`config.mk`:
```
export PLATFORM = sky130hd
export DESIGN_NAME = apb_req_arbiter
export DESIGN_NICKNAME = d
export VERILOG_FILES = /design/src/rtl/apb_req_arbiter.sv
export SDC_FILE = /design/constraint.sdc
export NUM_CORES = 1
export LEC_CHECK = 0
export BUFFER_PORTS_ARGS = -buffer_cell sky130_fd_sc_hd__buf_2
export CAP_MARGIN = 20
export CELL_PAD_IN_SITES_DETAIL_PLACEMENT = 1
export CELL_PAD_IN_SITES_GLOBAL_PLACEMENT = 1
export CORE_MARGIN = 2
export CORE_UTILIZATION = 31
export DETAILED_ROUTE_END_ITERATION = 10
export PLACE_DENSITY_LB_ADDON = 0.15
export SETUP_SLACK_MARGIN = 0.4
export SYNTH_ARGS = -nofsm -noshare
export SYNTH_HDL_FRONTEND = slang
export SYNTH_SLANG_ARGS = --single-unit
```
`constraint.sdc`:
```
create_clock -name pclk -period 3.7 [get_ports pclk]
set_clock_uncertainty 0.05 [all_clocks]
set_input_delay 0 -clock pclk [delete_from_list [all_inputs] [get_ports pclk]]
set_output_delay 0 -clock pclk [all_outputs]
set_load 0.02 [all_outputs]
```
`src/rtl/apb_req_arbiter.sv`:
```
// rtl/apb_req_arbiter.sv - two-requester round-robin arbiter driving an APB SETUP/ACCESS sequence
//
// Ports:
//   pclk, prst            clock, asynchronous active-high reset
//   reqN_* (N=0,1)        request: valid/addr/wdata/write/sel in, ready/rdata/err out
//   paddr, pwdata, pwrite APB address, write data, direction (held in IDLE)
//   psel1..psel4          one-hot slave selects decoded from the latched sel
//   penable               APB enable
//   pready, prdata        slave completion and read data
//
// Optional feature macro: APB_ARB_TIMEOUT_EN (ACCESS timeout abort after TIMEOUT cycles).
module apb_req_arbiter #(
    parameter int DATA_WIDTH = 17,
    parameter int ADDR_WIDTH = 4,
    parameter int TIMEOUT    = 15
) (
    input  logic                  pclk,
    input  logic                  prst,

    input  logic                  req0_valid,
    input  logic [ADDR_WIDTH-1:0] req0_addr,
    input  logic [DATA_WIDTH-1:0] req0_wdata,
    input  logic                  req0_write,
    input  logic [1:0]            req0_sel,
    output logic                  req0_ready,
    output logic [DATA_WIDTH-1:0] req0_rdata,
    output logic                  req0_err,

    input  logic                  req1_valid,
    input  logic [ADDR_WIDTH-1:0] req1_addr,
    input  logic [DATA_WIDTH-1:0] req1_wdata,
    input  logic                  req1_write,
    input  logic [1:0]            req1_sel,
    output logic                  req1_ready,
    output logic [DATA_WIDTH-1:0] req1_rdata,
    output logic                  req1_err,

    output logic [ADDR_WIDTH-1:0] paddr,
    output logic [DATA_WIDTH-1:0] pwdata,
    output logic                  pwrite,
    output logic                  psel1,
    output logic                  psel2,
    output logic                  psel3,
    output logic                  psel4,
    output logic                  penable,
    input  logic                  pready,
    input  logic [DATA_WIDTH-1:0] prdata
);

    typedef enum logic [1:0] {
        ST_IDLE   = 2'd0,
        ST_SETUP  = 2'd1,
        ST_ACCESS = 2'd2
    } state_t;

    state_t                  state_q;
    logic                    grant_q;
    logic                    last_grant_q;
    logic [3:0]              psel_q;
    logic                    penable_q;
    logic [ADDR_WIDTH-1:0]   paddr_q;
    logic [DATA_WIDTH-1:0]   pwdata_q;
    logic                    pwrite_q;

    logic                    any_req;
    logic                    win;
    logic [ADDR_WIDTH-1:0]   win_addr;
    logic [DATA_WIDTH-1:0]   win_wdata;
    logic                    win_write;
    logic [1:0]              win_sel;
    logic                    abort;
    logic                    done;

    // Winner selection: a lone requester wins; on a tie the one not granted last time wins.
    always_comb begin
        any_req = req0_valid | req1_valid;
        win     = 1'b0;
        if (req0_valid && req1_valid) begin
            win = ~last_grant_q;
        end else if (req1_valid) begin
            win = 1'b1;
        end
        win_addr  = win ? req1_addr  : req0_addr;
        win_wdata = win ? req1_wdata : req0_wdata;
        win_write = win ? req1_write : req0_write;
        win_sel   = win ? req1_sel   : req0_sel;
    end

`ifdef APB_ARB_TIMEOUT_EN
    localparam int CNT_W = $clog2(TIMEOUT + 1);

    logic [CNT_W-1:0] tmo_cnt_q;

    // Count ACCESS cycles that ended without pready; the abort fires on the
    // TIMEOUT-th ACCESS cycle unless pready arrives in that same cycle.
    always_ff @(posedge pclk or posedge prst) begin
        if (prst) begin
            tmo_cnt_q <= '0;
        end else if (state_q == ST_SETUP) begin
            tmo_cnt_q <= '0;
        end else if (state_q == ST_ACCESS && !pready) begin
            tmo_cnt_q <= tmo_cnt_q + 1'b1;
        end
    end

    assign abort = (state_q == ST_ACCESS) && !pready && (tmo_cnt_q == CNT_W'(TIMEOUT - 1));
`else
    logic unused_timeout;
    assign unused_timeout = (TIMEOUT == 0);
    assign abort = 1'b0;
`endif

    assign done = (state_q == ST_ACCESS) && (pready || abort);

    always_ff @(posedge pclk or posedge prst) begin
        if (prst) begin
            state_q      <= ST_IDLE;
            grant_q      <= 1'b0;
            last_grant_q <= 1'b1;
            psel_q       <= 4'b0000;
            penable_q    <= 1'b0;
            paddr_q      <= '0;
            pwdata_q     <= '0;
            pwrite_q     <= 1'b0;
        end else begin
            case (state_q)
                ST_IDLE: begin
                    if (any_req) begin
                        state_q      <= ST_SETUP;
                        grant_q      <= win;
                        last_grant_q <= win;
                        paddr_q      <= win_addr;
                        pwdata_q     <= win_wdata;
                        pwrite_q     <= win_write;
                        psel_q       <= 4'b0001 << win_sel;
                        penable_q    <= 1'b0;
                    end
                end
                ST_SETUP: begin
                    state_q   <= ST_ACCESS;
                    penable_q <= 1'b1;
                end
                ST_ACCESS: begin
                    if (done) begin
                        state_q   <= ST_IDLE;
                        psel_q    <= 4'b0000;
                        penable_q <= 1'b0;
                    end
                end
                default: begin
                    state_q   <= ST_IDLE;
                    psel_q    <= 4'b0000;
                    penable_q <= 1'b0;
                end
            endcase
        end
    end

    assign paddr   = paddr_q;
    assign pwdata  = pwdata_q;
    assign pwrite  = pwrite_q;
    assign psel1   = psel_q[0];
    assign psel2   = psel_q[1];
    assign psel3   = psel_q[2];
    assign psel4   = psel_q[3];
    assign penable = penable_q;

    // Completion goes only to the granted requester; an abort returns zero data.
    assign req0_ready = done && !grant_q;
    assign req1_ready = done &&  grant_q;
    assign req0_rdata = (req0_ready && !abort) ? prdata : '0;
    assign req1_rdata = (req1_ready && !abort) ? prdata : '0;
    assign req0_err   = req0_ready && abort;
    assign req1_err   = req1_ready && abort;

endmodule

```
==> impl_results.rst <==
.. list-table::
   :header-rows: 1

   * - Metric
     - Value
   * - Starting utilization of the core area
     - 32.3%
   * - Per-instance average area after synthesis
     - 11.7 sq um
   * - Setup crit end kind
     - register
   * - Initial DRC count
     - 34
   * - Number of buffers created by CTS
     - 5
   * - Max-Cap Viols
     - 0
   * - Maximum clock frequency
     - 482 MHz
   * - # nets final
     - 358
   * - Final worst path period share
     - 56.1%
   * - Standard-cell row count
     - 27
   * - Core box area
     - 0.00554 sq mm
   * - Power per cell area
     - 719 mW/mm^2
   * - Logic pwr share
     - 50.0%
   * - Total leakage power
     - 1.39 nW
   * - Final worst hold slack
     - 0.0267 ns
   * - Number of global-route vias before repair
     - 1809
   * - Synthesized instance count
     - 153
   * - Via count
     - 1704
   * - Number of inserted filler cells in the final layout
     - 679
   * - Count of antenna-violating nets left after detailed routing
     - 0
   * - Largest net degree at the start of global routing
     - 31
   * - Share of synthesized area occupied by flip-flops and latches
     - 42.1%
   * - Area used by multi-input combinational logic
     - 946 sq um
   * - Internal portion of total power
     - 0.00113 W
   * - Unrepaired setup endpoints after global routing
     - no
   * - Wire per inst
     - 15.1 um
   * - Peak supply drop
     - 306 uV
   * - Count of final hold-check violations
     - 0
   * - Die outline area
     - 0.00639 sq mm
   * - Buffers inserted during post-CTS setup optimization
     - 0
   * - Global-route wire length before repair
     - 8850 um
   * - Hold path cells
     - 3
   * - Post-synthesis to final-layout area growth
     - 47.0%
   * - Total negative slack
     - 0 ns
   * - Switching fraction of total power
     - 40.0%
   * - Largest fanout on the critical path
     - 17
   * - Total track usage
     - 17.5%
   * - Share of cells above drive strength 1
     - 66.3%
   * - Cell chosen for the clock root
     - sky130_fd_sc_hd__clkbuf_8
   * - Seq pwr share
     - 32.4%
   * - Placed wire-length estimate after detailed placement
     - 4330 um
   * - Number of warnings reported in the yosys synthesis log
     - 0
   * - Number of clock sinks
     - 30
   * - Die boundary width
     - 79.9 um
   * - Antenna violations before repair
     - 0
   * - Clock power frac
     - 17.6%
   * - Total Wirelength
     - 5440 um
   * - Number of buffers inserted by port buffering
     - 132
   * - Clock tree from TritonCTS
     - done
   * - Clock-pin slew on the worst setup and hold paths
     - 0.07 ns
   * - Total inserted antenna cells
     - 0
   * - CP Data Arrival Time
     - 2.18 ns
   * - Number of distinct library cells after synthesis
     - 26
   * - Max-slew violation count
     - 0
   * - Depth of the worst register-to-register path
     - 4
   * - Placer congestion estimate
     - 0.711
   * - Outcome
     - finished, final reports clean
   * - Clock Path Buffers
     - 2
   * - Register bit count reported by yosys
     - 30
   * - Nature of the critical path startpoint
     - register
   * - Reported net switching power
     - 0.000757 W
   * - Worst skew pair latency
     - 0.28 ns
   * - Number of search-and-repair iterations in the first detailed-routing pass
     - 3
   * - Deepest level of the CTS H-tree
     - 2
   * - Relative slew slack
     - 41.5%
   * - Total overflow reported by the global router
     - 0
   * - Vertical die dimension
     - 79.9 um
   * - Type of the worst setup path
     - register to register
   * - Data required, critical path
     - 3.80 ns
   * - Final period demand of the worst path
     - 2.08 ns
   * - Top-Level Pins
     - 135
   * - Total DRC errors in the routed layout
     - 0
   * - Transition time at the pin with the least slew margin
     - 0.875 ns
   * - Total of endpoints with negative setup slack in the final report
     - 0
   * - Class of the tightest hold or removal check
     - input pin to register
   * - Mapped cell area
     - 0.00179 sq mm
   * - Routed vias/inst
     - 4.73
   * - Sequential standard cell area
     - 752 sq um
[area by class of cell]
class                      instances  area share, %
multi-input combinational        110           36.0
sequential                        30           28.6
timing repair buffer             138           27.2
tap                               72           3.43
clock buffer                       6           3.14
clock inverter                     1           1.14
inverter                           3          0.429
[routing by layer]
metal	up-vias	GRT usage [%]	share of wire (%)	wire length [um]
met4	0	3.73	1.1	58
met3	6	6.79	11	588
met1	802	19.4	39	2140
li1	806	-	-	-
met2	90	31.7	49	2660
met5	-	0	0	0
[power by group through the flow]
stage / logic, W / clock network [W] / registers [W]
6_report: 0.000945 / 0.000333 / 0.000612
5_1_grt: 0.00102 / 0.000363 / 0.000642
4_1_cts: 0.000963 / 0.000346 / 0.000614
3_5_place_dp: 0.000951 / 0 / 0.000616
3_3_place_gp: 0.000932 / 0 / 0.000610
2_1_floorplan: 0.000490 / 0 / 0.000776
[placed cells by master (no fill, tap or decap), drive strengths merged, types with 3 or more instances in the layout]
cell type / count
and2: 34
buf: 134
clkbuf: 6
dfrtp: 29
dlygate4sd3: 4
inv: 3
mux2: 46
nor2: 4
o211ai: 4
[cells by family after synthesis]
group	synth area share, %
other cells	0.210
compound gates	6.30
mux	30.1
buf+inv	5.25
flops	42.1
simple gates	16.1
[synth_stat cells, drive strengths merged]
cell	n	area share, %
nand4	2	0.70
mux2	46	29
and4bb	1	0.70
mux2i	2	1.1
o41ai	2	0.98
nand2b	1	0.35
nand2	1	0.21
o211ai	4	1.7
o21bai	1	0.42
a31oi	1	0.35
o21ai	1	0.28
nor2b	2	0.70
a21boi	1	1.0
conb	1	0.21
dfstp	1	1.5
dfrtp	29	41
and4b	1	0.56
clkbuf	4	0.84
and2	34	12
a21oi	2	0.56
o221ai	2	0.98
buf	7	3.8
inv	3	0.63
nor2	4	0.98
[worst max-delay path: stages, from the launching register on]
cell                       delay (ns)
sky130_fd_sc_hd__dfrtp_1         0.48
sky130_fd_sc_hd__o21bai_1        0.30
sky130_fd_sc_hd__nor2_2          0.41
sky130_fd_sc_hd__buf_4           0.34
sky130_fd_sc_hd__mux2_2          0.37
[final timing paths]
check	startpoint	to	slack, ns
min	req0_wdata[5]	pwdata[5]	0.03
min in group asynchronous	prst	pwdata[4]	0.31
max reg2reg	state_q[0]	paddr[2]	1.62
min reg2reg	pwdata[7]	pwdata[7]	0.45
max in group asynchronous	prst	last_grant_q	2.96
max	state_q[0]	paddr[2]	1.62
[what timing repair did]
item	4_1_cts	5_1_grt
resized for setup	0	0
hold endpoints to repair	32	0
hold buffers	4	0
[sequential cells by signal, indices dropped and copies added (netlist names)]
name          cells
pwdata           17
paddr             4
psel_q            4
state_q           2
grant_q           1
last_grant_q      1
pwrite            1
[per-stage QoR]
stage / utilization [%] / setup slack (ns) / instances / power, W / area [sq um]
final: 47.4 / 1.62 / 360 / 0.00189 / 2630
after global routing: 47.4 / 1.49 / 360 / 0.00203 / 2630
after CTS: 47.4 / 1.61 / 360 / 0.00192 / 2630
after detailed placement: 44.7 / 1.66 / 349 / 0.00157 / 2470
after global placement: 44.7 / 1.68 / 349 / 0.00154 / 2470
after floorplan: - / 2.05 / 154 / 0.00127 / 1790
No activity file was read; power rests on OpenSTA's default activity.
